$ cat config.mk
export PLATFORM = sky130hd
export DESIGN_NAME = arm_multicycle_controller_flat
export DESIGN_NICKNAME = d
export VERILOG_FILES = /design/src/rtl/arm_multicycle_controller_if.sv /design/src/rtl/arm_multicycle_controller.sv /design/src/flat_wrapper.sv
export SDC_FILE = /design/constraint.sdc
export NUM_CORES = 1
export LEC_CHECK = 0
export ABC_AREA = 0
export ABC_CLOCK_PERIOD_IN_PS = 4100
export CAP_MARGIN = 30
export CORE_MARGIN = 2
export CORE_UTILIZATION = 40
export CTS_CLUSTER_DIAMETER = 80
export CTS_CLUSTER_SIZE = 20
export DETAILED_ROUTE_END_ITERATION = 8
export GPL_ROUTABILITY_DRIVEN = 0
export HOLD_SLACK_MARGIN = 0.05
export PLACE_DENSITY_LB_ADDON = 0.05
export SLEW_MARGIN = 20
export SYNTH_ARGS = -nofsm -noshare
export SYNTH_HDL_FRONTEND = slang
export SYNTH_SLANG_ARGS = --single-unit
$ cat constraint.sdc
create_clock -name clk -period 4.1 [get_ports clk]
set_clock_uncertainty 0.15 [all_clocks]
set_input_delay 0.82 -clock clk [delete_from_list [all_inputs] [get_ports clk]]
set_output_delay 0.82 -clock clk [all_outputs]
set_load 0.01 [all_outputs]
$ cat src/rtl/arm_multicycle_controller_if.sv
// Control/status bundle between the ARM multicycle controller
// (master) and the datapath it sequences (slave).
interface arm_multicycle_controller_if #(
  parameter int ALUCTRL_W = 3
);
  logic [31:4]          Instr;
  logic [3:0]           ALUFlags;
  logic                 PCWrite;
  logic                 MemWrite;
  logic                 RegWrite;
  logic                 IRWrite;
  logic                 AdrSrc;
  logic [1:0]           RegSrc;
  logic [1:0]           ALUSrcA;
  logic [1:0]           ALUSrcB;
  logic [1:0]           ResultSrc;
  logic [1:0]           ImmSrc;
  logic [ALUCTRL_W-1:0] ALUControl;
  logic                 Undef;

  modport master (
    input  Instr, ALUFlags,
    output PCWrite, MemWrite, RegWrite, IRWrite,
    output AdrSrc, RegSrc, ALUSrcA, ALUSrcB,
    output ResultSrc, ImmSrc, ALUControl, Undef
  );

  modport slave (
    output Instr, ALUFlags,
    input  PCWrite, MemWrite, RegWrite, IRWrite,
    input  AdrSrc, RegSrc, ALUSrcA, ALUSrcB,
    input  ResultSrc, ImmSrc, ALUControl, Undef
  );
endinterface

$ cat src/rtl/arm_multicycle_controller.sv
// Multicycle ARM control unit: main FSM, ALU decode and a
// registered condition/flags unit that gates architectural writes.
module arm_multicycle_controller #(
  parameter int ALUCTRL_W = 3,
  parameter bit MUL_EN    = 1'b1
) (
  input logic clk,
  input logic reset,
  arm_multicycle_controller_if.master bus
);
  typedef enum logic [3:0] {
    FETCH, DECODE, MEMADR, MEMRD, MEMWB, MEMWR,
    EXECUTER, EXECUTEI, EXECUTEM, ALUWB, BRANCH
  } state_t;

  state_t     state;
  state_t     dec_next;
  logic [3:0] flags;
  logic       condexreg;

  logic [3:0] cond;
  logic [3:0] rd;
  logic [1:0] op;
  logic [5:0] funct;
  logic       is_mul;
  logic       undef;
  logic       unused_instr;

  assign cond   = bus.Instr[31:28];
  assign op     = bus.Instr[27:26];
  assign funct  = bus.Instr[25:20];
  assign rd     = bus.Instr[15:12];
  assign is_mul = (op == 2'b00)
               && (funct[5:1] == 5'b00000)
               && (bus.Instr[7:4] == 4'b1001);
  assign undef  = (op == 2'b11) || (is_mul && !MUL_EN);
  assign unused_instr = ^{bus.Instr[19:16], bus.Instr[11:8]};

  logic n, z, c, v;
  logic condex;

  assign {n, z, c, v} = flags;

  always_comb begin
    condex = 1'b0;
    case (cond)
      4'h0:    condex = z;
      4'h1:    condex = ~z;
      4'h2:    condex = c;
      4'h3:    condex = ~c;
      4'h4:    condex = n;
      4'h5:    condex = ~n;
      4'h6:    condex = v;
      4'h7:    condex = ~v;
      4'h8:    condex = c & ~z;
      4'h9:    condex = ~c | z;
      4'hA:    condex = (n == v);
      4'hB:    condex = (n != v);
      4'hC:    condex = ~z & (n == v);
      4'hD:    condex = z | (n != v);
      4'hE:    condex = 1'b1;
      default: condex = 1'b0;
    endcase
  end

  // known: recognised op (S may set N,Z); arith: S may also set C,V
  logic [1:0] aluop;
  logic       nowrite;
  logic       known;
  logic       arith;

  always_comb begin
    aluop   = 2'd0;
    nowrite = 1'b1;
    known   = 1'b0;
    arith   = 1'b0;
    case (funct[4:1])
      4'b0100: begin
        nowrite = 1'b0; known = 1'b1; arith = 1'b1;
      end
      4'b0010: begin
        aluop = 2'd1; nowrite = 1'b0;
        known = 1'b1; arith = 1'b1;
      end
      4'b0000: begin
        aluop = 2'd2; nowrite = 1'b0; known = 1'b1;
      end
      4'b1100: begin
        aluop = 2'd3; nowrite = 1'b0; known = 1'b1;
      end
      4'b1010: begin
        aluop = 2'd1; known = 1'b1; arith = 1'b1;
      end
      default: ;
    endcase
  end

  logic [1:0] flagw;

  always_comb begin
    flagw = 2'b00;
    if (state == EXECUTEM)
      flagw = {funct[0], 1'b0};
    else if (state == EXECUTER || state == EXECUTEI)
      flagw = {funct[0] & known, funct[0] & arith};
  end

  always_comb begin
    if (op == 2'b01)      dec_next = MEMADR;
    else if (op == 2'b10) dec_next = BRANCH;
    else if (undef)       dec_next = FETCH;
    else if (funct[5])    dec_next = EXECUTEI;
    else if (is_mul)      dec_next = EXECUTEM;
    else                  dec_next = EXECUTER;
  end

  always_ff @(posedge clk) begin
    if (!reset) begin
      state     <= FETCH;
      flags     <= 4'b0000;
      condexreg <= 1'b0;
    end else begin
      if (state == DECODE)
        condexreg <= condex;
      if (condexreg) begin
        if (flagw[1]) flags[3:2] <= bus.ALUFlags[3:2];
        if (flagw[0]) flags[1:0] <= bus.ALUFlags[1:0];
      end
      case (state)
        FETCH:    state <= DECODE;
        DECODE:   state <= dec_next;
        MEMADR:   state <= funct[0] ? MEMRD : MEMWR;
        MEMRD:    state <= MEMWB;
        EXECUTER: state <= ALUWB;
        EXECUTEI: state <= ALUWB;
        EXECUTEM: state <= ALUWB;
        default:  state <= FETCH;
      endcase
    end
  end

  logic                 pcw, memw, regw, irw, adr, rs0, und;
  logic [1:0]           srca, srcb, res;
  logic [ALUCTRL_W-1:0] alu;

  always_comb begin
    pcw  = 1'b0; memw = 1'b0; regw = 1'b0;
    irw  = 1'b0; adr  = 1'b0; rs0  = 1'b0;
    und  = 1'b0; srca = 2'b00; srcb = 2'b00;
    res  = 2'b00; alu = '0;
    case (state)
      FETCH: begin
        irw = 1'b1; pcw = 1'b1;
        srca = 2'b01; srcb = 2'b10; res = 2'b10;
      end
      DECODE: begin
        srca = 2'b01; srcb = 2'b10; res = 2'b10;
        und = undef;
      end
      MEMADR: srcb = 2'b01;
      MEMRD:  adr = 1'b1;
      MEMWB: begin
        res  = 2'b01;
        regw = condexreg;
        pcw  = condexreg & (rd == 4'hF);
      end
      MEMWR: begin
        adr = 1'b1; memw = condexreg;
      end
      EXECUTER: alu = ALUCTRL_W'(aluop);
      EXECUTEI: begin
        srcb = 2'b01; alu = ALUCTRL_W'(aluop);
      end
      EXECUTEM: alu = ALUCTRL_W'(3'd4);
      ALUWB: begin
        regw = condexreg & ~nowrite;
        pcw  = condexreg & ~nowrite & (rd == 4'hF);
      end
      BRANCH: begin
        srcb = 2'b01; rs0 = 1'b1;
        res  = 2'b10; pcw = condexreg;
      end
      default: ;
    endcase
  end

  // a low reset aborts the current state, so no enable may leak out
  assign bus.PCWrite    = pcw  & reset;
  assign bus.MemWrite   = memw & reset;
  assign bus.RegWrite   = regw & reset;
  assign bus.IRWrite    = irw  & reset;
  assign bus.Undef      = und  & reset;
  assign bus.AdrSrc     = adr;
  assign bus.RegSrc     = {(op == 2'b01) && !funct[0], rs0};
  assign bus.ALUSrcA    = srca;
  assign bus.ALUSrcB    = srcb;
  assign bus.ResultSrc  = res;
  assign bus.ImmSrc     = op;
  assign bus.ALUControl = alu;
endmodule

$ cat src/flat_wrapper.sv
// flat-port wrapper written by rule: the top's interface ports become plain ports
module arm_multicycle_controller_flat 
#(
  parameter int ALUCTRL_W = 3,
  parameter bit MUL_EN    = 1'b1
)
  (clk, reset, bus_Instr, bus_ALUFlags, bus_PCWrite, bus_MemWrite, bus_RegWrite, bus_IRWrite, bus_AdrSrc, bus_RegSrc, bus_ALUSrcA, bus_ALUSrcB, bus_ResultSrc, bus_ImmSrc, bus_ALUControl, bus_Undef);
  arm_multicycle_controller_if #(.ALUCTRL_W(ALUCTRL_W)) bus_i ();
  input logic clk;
  input logic reset;
  input wire logic [$bits(bus_i.Instr)-1:0] bus_Instr;
  input wire logic [$bits(bus_i.ALUFlags)-1:0] bus_ALUFlags;
  output wire logic [$bits(bus_i.PCWrite)-1:0] bus_PCWrite;
  output wire logic [$bits(bus_i.MemWrite)-1:0] bus_MemWrite;
  output wire logic [$bits(bus_i.RegWrite)-1:0] bus_RegWrite;
  output wire logic [$bits(bus_i.IRWrite)-1:0] bus_IRWrite;
  output wire logic [$bits(bus_i.AdrSrc)-1:0] bus_AdrSrc;
  output wire logic [$bits(bus_i.RegSrc)-1:0] bus_RegSrc;
  output wire logic [$bits(bus_i.ALUSrcA)-1:0] bus_ALUSrcA;
  output wire logic [$bits(bus_i.ALUSrcB)-1:0] bus_ALUSrcB;
  output wire logic [$bits(bus_i.ResultSrc)-1:0] bus_ResultSrc;
  output wire logic [$bits(bus_i.ImmSrc)-1:0] bus_ImmSrc;
  output wire logic [$bits(bus_i.ALUControl)-1:0] bus_ALUControl;
  output wire logic [$bits(bus_i.Undef)-1:0] bus_Undef;
  assign bus_i.Instr = bus_Instr;
  assign bus_i.ALUFlags = bus_ALUFlags;
  assign bus_PCWrite = bus_i.PCWrite;
  assign bus_MemWrite = bus_i.MemWrite;
  assign bus_RegWrite = bus_i.RegWrite;
  assign bus_IRWrite = bus_i.IRWrite;
  assign bus_AdrSrc = bus_i.AdrSrc;
  assign bus_RegSrc = bus_i.RegSrc;
  assign bus_ALUSrcA = bus_i.ALUSrcA;
  assign bus_ALUSrcB = bus_i.ALUSrcB;
  assign bus_ResultSrc = bus_i.ResultSrc;
  assign bus_ImmSrc = bus_i.ImmSrc;
  assign bus_ALUControl = bus_i.ALUControl;
  assign bus_Undef = bus_i.Undef;
  arm_multicycle_controller #(.ALUCTRL_W(ALUCTRL_W), .MUL_EN(MUL_EN)) u_core (.clk(clk), .reset(reset), .bus(bus_i));
endmodule
# Word level (Yosys, flattened, before mapping)

Cells that the tools add are included.

Bits in registers: 9
Output and inout port bits: 19
Bits in writable memories: 0
Memories kept: 0
Bits in read-only memories: 0
Logic and storage cells: 103
Bits in latches: 0

Equal/unequal tests: 35
Divide/modulo/power cells: 0
Muxes and demuxes: 24
$add $sub $neg: 0
Shift operators: 0
Reduce and logical (&&, ||, !) cells: 22
Bitwise logic cells: 18
Magnitude comparators: 0
Multiply operators: 0

Operators by type and width:

| kind                 | count |
|---|---|
| $eq A4 B4 Y1 const B | 14 |
| $eq A4 B3 Y1 const B | 9 |
| $eq A4 B2 Y1 const B | 5 |
| $mux W4              | 5 |
| $pmux W4 S5          | 1 |
| $pmux W1 S15         | 1 |
| $and A1 B1 Y1        | 12 |
| $logic_not A4 Y1     | 3 |
| $reduce_or A3 Y1     | 4 |
| $eq A4 B1 Y1 const B | 2 |
| $mux W1              | 8 |
| $pmux W2 S2          | 2 |
| $reduce_or A2 Y1     | 4 |
| $pmux W2 S3          | 1 |
| $pmux W3 S2          | 1 |
| $logic_not A5 Y1     | 1 |
| $reduce_or A5 Y1     | 1 |
| $eq A2 B2 Y1 const B | 2 |
| $mux W2              | 2 |
| $not A1 Y1           | 4 |
| $pmux W1 S4          | 1 |
| $reduce_and A2 Y1    | 2 |
| $reduce_or A4 Y1     | 1 |
| $logic_and A1 B1 Y1  | 3 |
| other kinds (9)      | 10 |

# Longest topological paths before layout

Gate-level depths: netlist (run 1).

Depth in word-level cells: 9
Gate-level depth with buffers: 6
Mapped depth without buffers: 5

# Least setup slack after synthesis (run 1)

No wires, ideal clock.

Path kind: in2out
Start: in reset
End: out bus_PCWrite
Stages on the path: 4
Buffers on the path: 1
Setup slack: 1.514 ns
Data required time: 3.130 ns
Arrival time: 1.616 ns
Path through: clkbuf_1 > nand2_1 > nor3_1 > o21bai_1

Cells in the longest elaborated chain, start to end: 1

RTL lines:

| element         | line                             | source |
|---|---|---|
| start, declared | flat_wrapper.sv:10               | `input logic reset;` |
| $and A1 B1 Y1   | arm_multicycle_controller.sv:188 | `assign bus.PCWrite = pcw & reset;` |
| end, declared   | flat_wrapper.sv:13               | `output wire logic [$bits(bus_i.PCWrite)-1:0] bus_PCWrite;` |

No other way between the ends.

# Worst setup path after layout (run 1)

Start: in bus_Instr[20]
End: out bus_RegWrite

Cells in the longest elaborated chain, start to end: 5

RTL lines:

| element                              | line                             | source |
|---|---|---|
| start, declared                      | flat_wrapper.sv:11               | `input wire logic [$bits(bus_i.Instr)-1:0] bus_Instr;` |
| $eq A4 B4 Y1 (tied with other cells) | arm_multicycle_controller.sv:77  | `case (funct[4:1])` |
| $reduce_or A4 Y1 (no line) *         | -                                |  |
| $and A1 B1 Y1 *                      | arm_multicycle_controller.sv:176 | `regw = condexreg & ~nowrite;` |
| $pmux W1 S2 *                        | arm_multicycle_controller.sv:151 | `case (state)` |
| $and A1 B1 Y1 *                      | arm_multicycle_controller.sv:190 | `assign bus.RegWrite = regw & reset;` |
| end, declared                        | flat_wrapper.sv:15               | `output wire logic [$bits(bus_i.RegWrite)-1:0] bus_RegWrite;` |

Every way passes the cells marked *; elsewhere a longest branch is shown, timed or not.

==> flow_summary.ini, run 1 <==
[worst_setup_path]
path_cells = clkdlybuf4s50_1 -> nor2b_1 -> nor3_1 -> a31oi_1 -> nor3_1 -> clkdlybuf4s50_1
slowest_delay_ns = 0.56
regToRegSetupSlack_ns = 2.26
worstPathArrival_ns = 2.66
endpoint_kind = output pin
critPathKind = input port to output pin
start_kind = input port
critPathTopFamily = buffers and inverters
cp.required_ns = 3.13
crit_slowest_cell = clkdlybuf4s50_1
critPathMaxFanout = 6
path_buf_inv = 2

[clocking]
clock_sinks = 9
cts_resized = 0
cts_tree = built
clock-root-buffer = clkbuf_4
cts_setup_buffers = 0
cts_inserted_buffers = 3
path_clk_slew_ns = 0.06
clk_latency_ns = 0.26
htreeDepth = 1
ctsHoldBuffers = 0
cts_buffer_depth = 2

[synth]
synth_edf_count = 0
synth.cell_area_um2 = 925
synth_seq_area_share = 0.195
synth_top_area_share = 0.195
yosys_warnings = 0
syn_inst = 124
synth_top_area_cell = dfxtp_1
avgSynthCellArea_um2 = 7.46
synth_top_cells_by_area = dfxtp_1 19%, nor2b_1 6.8%, mux2i_1 6.5%
synth.ff_latch_count = 9
ys_types = 47
synthTopCellsByCount = 10 x nor2b_1, 9 x dfxtp_1, 8 x nand2_1, 7 x nor2_1, 7 x nor3_1
synth_nets = 158
synthFlopType = dfxtp_1
yosysMostFrequentCell = nor2b_1
async_flop_share = 0

[route]
wl_per_cell_um = 12.6
firstDrtPassIters = 4
drc = 0
postRouteAntennaNets = 0
drt_iter0_drc = 9
wirelength_um = 2390
vias_per_cell = 5.51
vias = 1047

[run_status]
status = finished clean

[power_and_ir_drop]
cellLeakagePower_uw = 0.000490
power.internal_uw = 201
p_sw_frac = 0.330
p_clk_frac = 0.228
switching_power_uw = 98.8
p_per_area_mw_per_mm2 = 219
ir_drop_mv = 0.162
p_comb_frac = 0.406
power_frac_seq = 0.365

[global_routing]
grt_pass1_wl_um = 4220
grt_antenna_before_repair = 0
grt_max_degree = 18
grt.total_usage = 0.205
grt_pass1_vias = 982
grt_overflow = 0

[finish]
fillers = 206
final_nets = 197
insertedDiodeCount = 0
seq_area_um2 = 180
multiInputGateArea_um2 = 673
final_cells = 190
drive_above_1_share = 0.0679
syn2layout_area_growth_pct = 47.6

[floorplan]
coreArea_mm2 = 0.00219
die_x_um = 52.1
initial_core_util = 0.422
die_height_um = 52.1
io_pins = 53
die_area_mm2 = 0.00271
num_rows = 17

[run]
cap_violations = 0

[place]
place_inst = 186
dp_hpwl_um = 2020
io_buffers = 43

[timing]
relSlewSlack = 0.639
slew_violations = 0
setup_violations = 0
rsz0062_at_grt = no
fmax_mhz = 275
min_period_over_period = 0.886
final-hold-violation-count = 0
min_period_ns = 3.63
finalSetupTns_ns = 0
tightestPinTransition_ns = 0.540

[min_path]
holdCritPathClass = register to register
## state kept, by name (all words and copies together) (netlist names)
| register | flops |
|---|---|
| u_core.condexreg | 1 |
| u_core.flags | 4 |
| u_core.state | 4 |
## cells in the final DEF, fill, tap and decap left out, drive strengths merged, types with 4 or more instances in the layout
| cell type | Yosys | layout |
|---|---|---|
| clkdlybuf4s50 | 0 | 43 |
| nand3 | 4 | 4 |
| dfxtp | 9 | 9 |
| nor3 | 9 | 9 |
| nand2b | 7 | 7 |
| a21oi | 5 | 5 |
| mux2i | 6 | 6 |
| nand2 | 9 | 9 |
| nor2b | 10 | 10 |
| o21ai | 4 | 4 |
| nor2 | 7 | 7 |
## metal layers
metal  wire [um]  up-vias  GRT usage  part of all wire
met3         132        4     0.0460             0.055
met2        1290       33      0.373              0.54
li1            -      526          -                 -
met1         961      484      0.238              0.40
met4          15        0     0.0526            0.0063
met5           0        -          0                 0
## power groups by stage
| stage | clock network [uW] | logic [uW] | registers [uW] |
|---|---|---|---|
| 2_1_floorplan | 0 | 70.7 | 99.8 |
| 3_3_place_gp | 0 | 120 | 111 |
| 3_5_place_dp | 0 | 122 | 111 |
| 4_1_cts | 72.3 | 123 | 109 |
| 5_1_grt | 76.6 | 134 | 111 |
| 6_report | 68.4 | 122 | 109 |
## tightest hold or removal path, cell delays in order, from the launching register on
cell	delay (ns)
dfxtp_1	0.34
mux2i_1	0.13
nor2b_1	0.05
## worst paths after layout
kind                   startpoint               to  depth (start not counted)
setup / recovery    bus_Instr[20]     bus_RegWrite                          6
hold / removal    u_core.flags[3]  u_core.flags[3]                          2
setup reg to reg  u_core.state[1]  u_core.flags[2]                          5
hold reg to reg   u_core.flags[3]  u_core.flags[3]                          2
## metrics by stage
step / utilization / power [uW] / setup WS (ns) / hold slack, ns / area (um2)
final: 0.623 / 299 / 0.469 / 0.421 / 1370
after global routing: 0.623 / 322 / 0.397 / 0.486 / 1370
after CTS: 0.623 / 304 / 0.472 / 0.428 / 1370
after detailed placement: 0.611 / 234 / 0.472 / 0.417 / 1340
after global placement: 0.611 / 231 / 0.511 / 0.397 / 1340
after floorplan: - / 171 / 1.51 / 0.366 / 925
## final cells by class
type | instances | area share
Clock inverter | 1 | 0.00367
Multi-Input combinational cell | 102 | 0.493
Clock buffer | 3 | 0.0165
Timing Repair Buffer | 44 | 0.321
Inverter | 3 | 0.00825
Tap cell | 28 | 0.0257
Sequential cell | 9 | 0.132
## kinds of logic (layout without fill, tap and decap cells)
group	count (synthesis)	in the layout	share of synthesized area
buffers and inverters	13	51	0.0771
multiplexers	6	6	0.0650
AND/OR/NAND/NOR	65	65	0.426
other	1	1	0.00406
AO/OA/AOI/OAI	25	25	0.185
flip-flops	9	9	0.195
XOR/XNOR	5	5	0.0474
Note: power is estimated with default switching activity, not from simulation.
==> inputs of run 2 (changes only) <==
--- a/config.mk
+++ b/config.mk
@@ -8,7 +8,6 @@
 export ABC_AREA = 0
 export ABC_CLOCK_PERIOD_IN_PS = 4100
 export CAP_MARGIN = 30
-export CORE_MARGIN = 2
 export CORE_UTILIZATION = 40
 export CTS_CLUSTER_DIAMETER = 80
 export CTS_CLUSTER_SIZE = 20
==> flow_summary.ini, run 2 (synthesized netlist as in run 1, its figures left out) <==
[run_status]
status = finished clean

[clocking]
cts_resized = 0
cts_buffer_depth = 2
clk_latency_ns = 0.26
clock-root-buffer = clkbuf_4
clock_sinks = 9
ctsHoldBuffers = 0
path_clk_slew_ns = 0.06
cts_tree = built
cts_setup_buffers = 0
cts_inserted_buffers = 3
htreeDepth = 1

[finish]
largest_registers = u_core.flags (4), u_core.state (4), u_core.condexreg (1)
syn2layout_area_growth_pct = 47.5
insertedDiodeCount = 0
layout_common_cells = 43 x clkdlybuf4s50_1, 10 x nor2b_1, 9 x dfxtp_1
final_cells = 190
fin_area_mm2 = 0.00136
final_common_cell = clkdlybuf4s50_1
drive_above_1_share = 0.0617
final_nets = 197

[floorplan]
coreArea_mm2 = 0.00219
die_height_um = 50.1
io_pins = 53
die_x_um = 50.1
num_rows = 17
die_area_mm2 = 0.00251
initial_core_util = 0.422

[worst_setup_path]
start_kind = input port
regToRegSetupSlack_ns = 2.20
critPathKind = input port to output pin
r2r-end = u_core.flags[2]
reg2reg_depth = 5
endpoint_kind = output pin
critPathMaxFanout = 2
cp.required_ns = 3.13
worstPathArrival_ns = 2.61
r2r-start = u_core.state[1]

[min_path]
whs_endpoint = u_core.flags[1]
hp-start = u_core.flags[1]
whs_path_depth = 2
holdCritPathClass = register to register

[run]
cap_violations = 0

[timing]
min_period_ns = 3.58
setup_violations = 0
slew_violations = 0
rsz0062_at_grt = no
tightestPinTransition_ns = 0.561
final-hold-violation-count = 0
min_period_over_period = 0.873
fmax_mhz = 279
whs_ns = 0.421
relSlewSlack = 0.626
finalSetupTns_ns = 0

[place]
dp_hpwl_um = 1960
place_inst = 186
place_area_mm2 = 0.00134
io_buffers = 43

[global_routing]
grt_max_degree = 18
grt_overflow = 0
grt_pass1_wl_um = 3960
grt_antenna_before_repair = 0
grt_pass1_vias = 957
grt.total_usage = 0.206

[power_and_ir_drop]
cellLeakagePower_uw = 0.000487
p_per_area_mw_per_mm2 = 221
ir_drop_mv = 0.137

[route]
wl_per_cell_um = 12.6
drc = 0
postRouteAntennaNets = 0
vias = 1060
drt_iter0_drc = 19
firstDrtPassIters = 4
wirelength_um = 2390
vias_per_cell = 5.58
## run 2: cell count changes in the layout (fill, tap and decap cells not counted), sizes merged
cell and change:
clkbuf +1, clkinv -1
## run 2: where the power goes
group          total (uW)  switching, uW  internal, uW
logic                 122           50.2          71.5
clock network        69.1           31.6          37.5
registers             110           16.7          93.1
total                 301           98.6           202
## run 2: layout make-up
| type | instances | area, um2 |
|---|---|---|
| clock buffers | 4 | 26.3 |
| fillers | 220 | 827 |
| inverters | 3 | 11.3 |
| multi-input cells | 102 | 673 |
| flip-flops and latches | 9 | 180 |
| well taps | 28 | 35.0 |
| repair buffers | 44 | 438 |
## run 2: how the worst max path moves through the flow
stage                  startpoint            to  depth (start not counted)
floorplan                   reset   bus_PCWrite                          4
global placement    bus_Instr[20]  bus_RegWrite                          6
detailed placement          reset   bus_PCWrite                          7
CTS                         reset   bus_PCWrite                          7
global route                reset   bus_PCWrite                          7
finish                      reset   bus_PCWrite                          7
## run 2: critical path, cell delays in order
cell and delay (ns):
clkdlybuf4s50_1 0.48, nand4_1 0.10, nor3b_1 0.29, a32oi_1 0.09
a2bb2oi_1 0.15, o21bai_1 0.13, clkdlybuf4s50_1 0.55
## run 2: routing by layer
metal  vias up  routed length (um)  GRT usage  share of wire
met2        30                1300      0.382           0.54
met3         4                 103     0.0556          0.043
met4         0                  39     0.0619          0.016
li1        522                   -          -              -
met1       504                 947      0.222           0.40
met5         -                   0          0              0
## run 2: stage by stage
stage / power (uW) / util / setup slack, ns
6_report: 301 / 0.623 / 0.521
5_1_grt: 322 / 0.623 / 0.387
4_1_cts: 304 / 0.623 / 0.501
3_5_place_dp: 234 / 0.611 / 0.505
3_3_place_gp: 231 / 0.611 / 0.539
2_1_floorplan: 171 / - / 1.51
==> inputs of run 3 (changes only) <==
--- a/config.mk
+++ b/config.mk
@@ -7,8 +7,8 @@
 export LEC_CHECK = 0
 export ABC_AREA = 0
 export ABC_CLOCK_PERIOD_IN_PS = 4100
-export CAP_MARGIN = 30
 export CORE_UTILIZATION = 40
+export CTS_BUF_LIST = sky130_fd_sc_hd__clkbuf_4 sky130_fd_sc_hd__clkbuf_8
 export CTS_CLUSTER_DIAMETER = 80
 export CTS_CLUSTER_SIZE = 20
 export DETAILED_ROUTE_END_ITERATION = 8
==> flow_summary.ini, run 3 (synthesized netlist as in run 1, its figures left out) <==
[finish]
syn2layout_area_growth_pct = 47.9
largest_registers = u_core.flags (4), u_core.state (4), u_core.condexreg (1)
final_common_cell = clkdlybuf4s50_1
final_nets = 197
insertedDiodeCount = 0
layout_common_cells = 43 x clkdlybuf4s50_1, 10 x nor2b_1, 9 x dfxtp_1
drive_above_1_share = 0.0679

[min_path]
holdCritPathClass = register to register

[timing]
relSlewSlack = 0.626
final-hold-violation-count = 0
min_period_ns = 3.58
fmax_mhz = 279
setup_violations = 0
min_period_over_period = 0.873
tightestPinTransition_ns = 0.561
rsz0062_at_grt = no
finalSetupTns_ns = 0
whs_ns = 0.421
slew_violations = 0

[worst_setup_path]
cp.required_ns = 3.13
endpoint_kind = output pin
critPathKind = input port to output pin
worstPathArrival_ns = 2.61
critPathMaxFanout = 2
start_kind = input port

[floorplan]
io_pins = 53
num_rows = 17
coreArea_mm2 = 0.00219
die_area_mm2 = 0.00251
die_height_um = 50.1
die_x_um = 50.1
initial_core_util = 0.422

[route]
drt_iter0_drc = 14
drc = 0
postRouteAntennaNets = 0
wirelength_um = 2390
firstDrtPassIters = 4
vias_per_cell = 5.59
wl_per_cell_um = 12.6
vias = 1062

[power_and_ir_drop]
cellLeakagePower_uw = 0.000490
p_per_area_mw_per_mm2 = 225
ir_drop_mv = 0.215

[clocking]
cts_setup_buffers = 0
cts_buffer_depth = 2
clock_sinks = 9
clock-root-buffer = clkbuf_4
cts_inserted_buffers = 3
ctsHoldBuffers = 0
cts_tree = built
path_clk_slew_ns = 0.06
clk_latency_ns = 0.26
htreeDepth = 1
cts_resized = 0

[global_routing]
grt_overflow = 0
grt_antenna_before_repair = 0
grt.total_usage = 0.204
grt_pass1_vias = 951
grt_pass1_wl_um = 3950
grt_max_degree = 18

[run_status]
status = finished clean

[place]
dp_hpwl_um = 1960
io_buffers = 43

[run]
cap_violations = 0
-- run 3: changes by cell type in the layout (fill, tap and decap cells not counted) --
cell / delta
clkbuf_1: -1
clkbuf_4: +1
-- run 3: final timing paths --
kind | startpoint | endpoint | slack, ns | cells past startpoint
max | reset | bus_PCWrite | 0.52 | 7
min | u_core.flags[1] | u_core.flags[1] | 0.42 | 2
max reg2reg | u_core.state[1] | u_core.flags[2] | 2.20 | 5
min reg2reg | u_core.flags[1] | u_core.flags[1] | 0.42 | 2
-- run 3: per-stage QoR --
stage	setup WS [ns]	instances	power [uW]	util	cell area [um2]
2_1_floorplan	1.51	124	171	-	925
3_3_place_gp	0.539	186	231	0.611	1340
3_5_place_dp	0.505	186	234	0.611	1340
4_1_cts	0.501	190	310	0.624	1370
5_1_grt	0.387	190	327	0.624	1370
6_report	0.521	190	308	0.624	1370
-- run 3: final cells by class --
cell class              count  area (um2)
clock buffers               4        30.0
fillers                   220         823
inverters                   3        11.3
multi-input cells         102         673
flip-flops and latches      9         180
well taps                  28        35.0
repair buffers             44         438
-- run 3: where the power goes --
| part | internal (uW) | switching (uW) | leakage (uW) |
|---|---|---|---|
| Combinational | 71.5 | 50.2 | 0.000399 |
| Sequential | 93.1 | 16.8 | 0.0000733 |
| Clock | 44.1 | 31.9 | 0.0000184 |
| Total | 209 | 98.9 | 0.000490 |
-- run 3: routing by layer --
metal	share of wire	track usage	vias to the layer above
li1	-	-	523
met1	0.40	0.222	505
met2	0.54	0.382	30
met3	0.041	0.0556	4
met4	0.016	0.0476	0
met5	0	0	-
-- run 3: critical path: stages --
cell and delay, ns:
clkdlybuf4s50_1 0.48, nand4_1 0.10, nor3b_1 0.29, a32oi_1 0.09, a2bb2oi_1 0.15, o21bai_1 0.13, clkdlybuf4s50_1 0.55
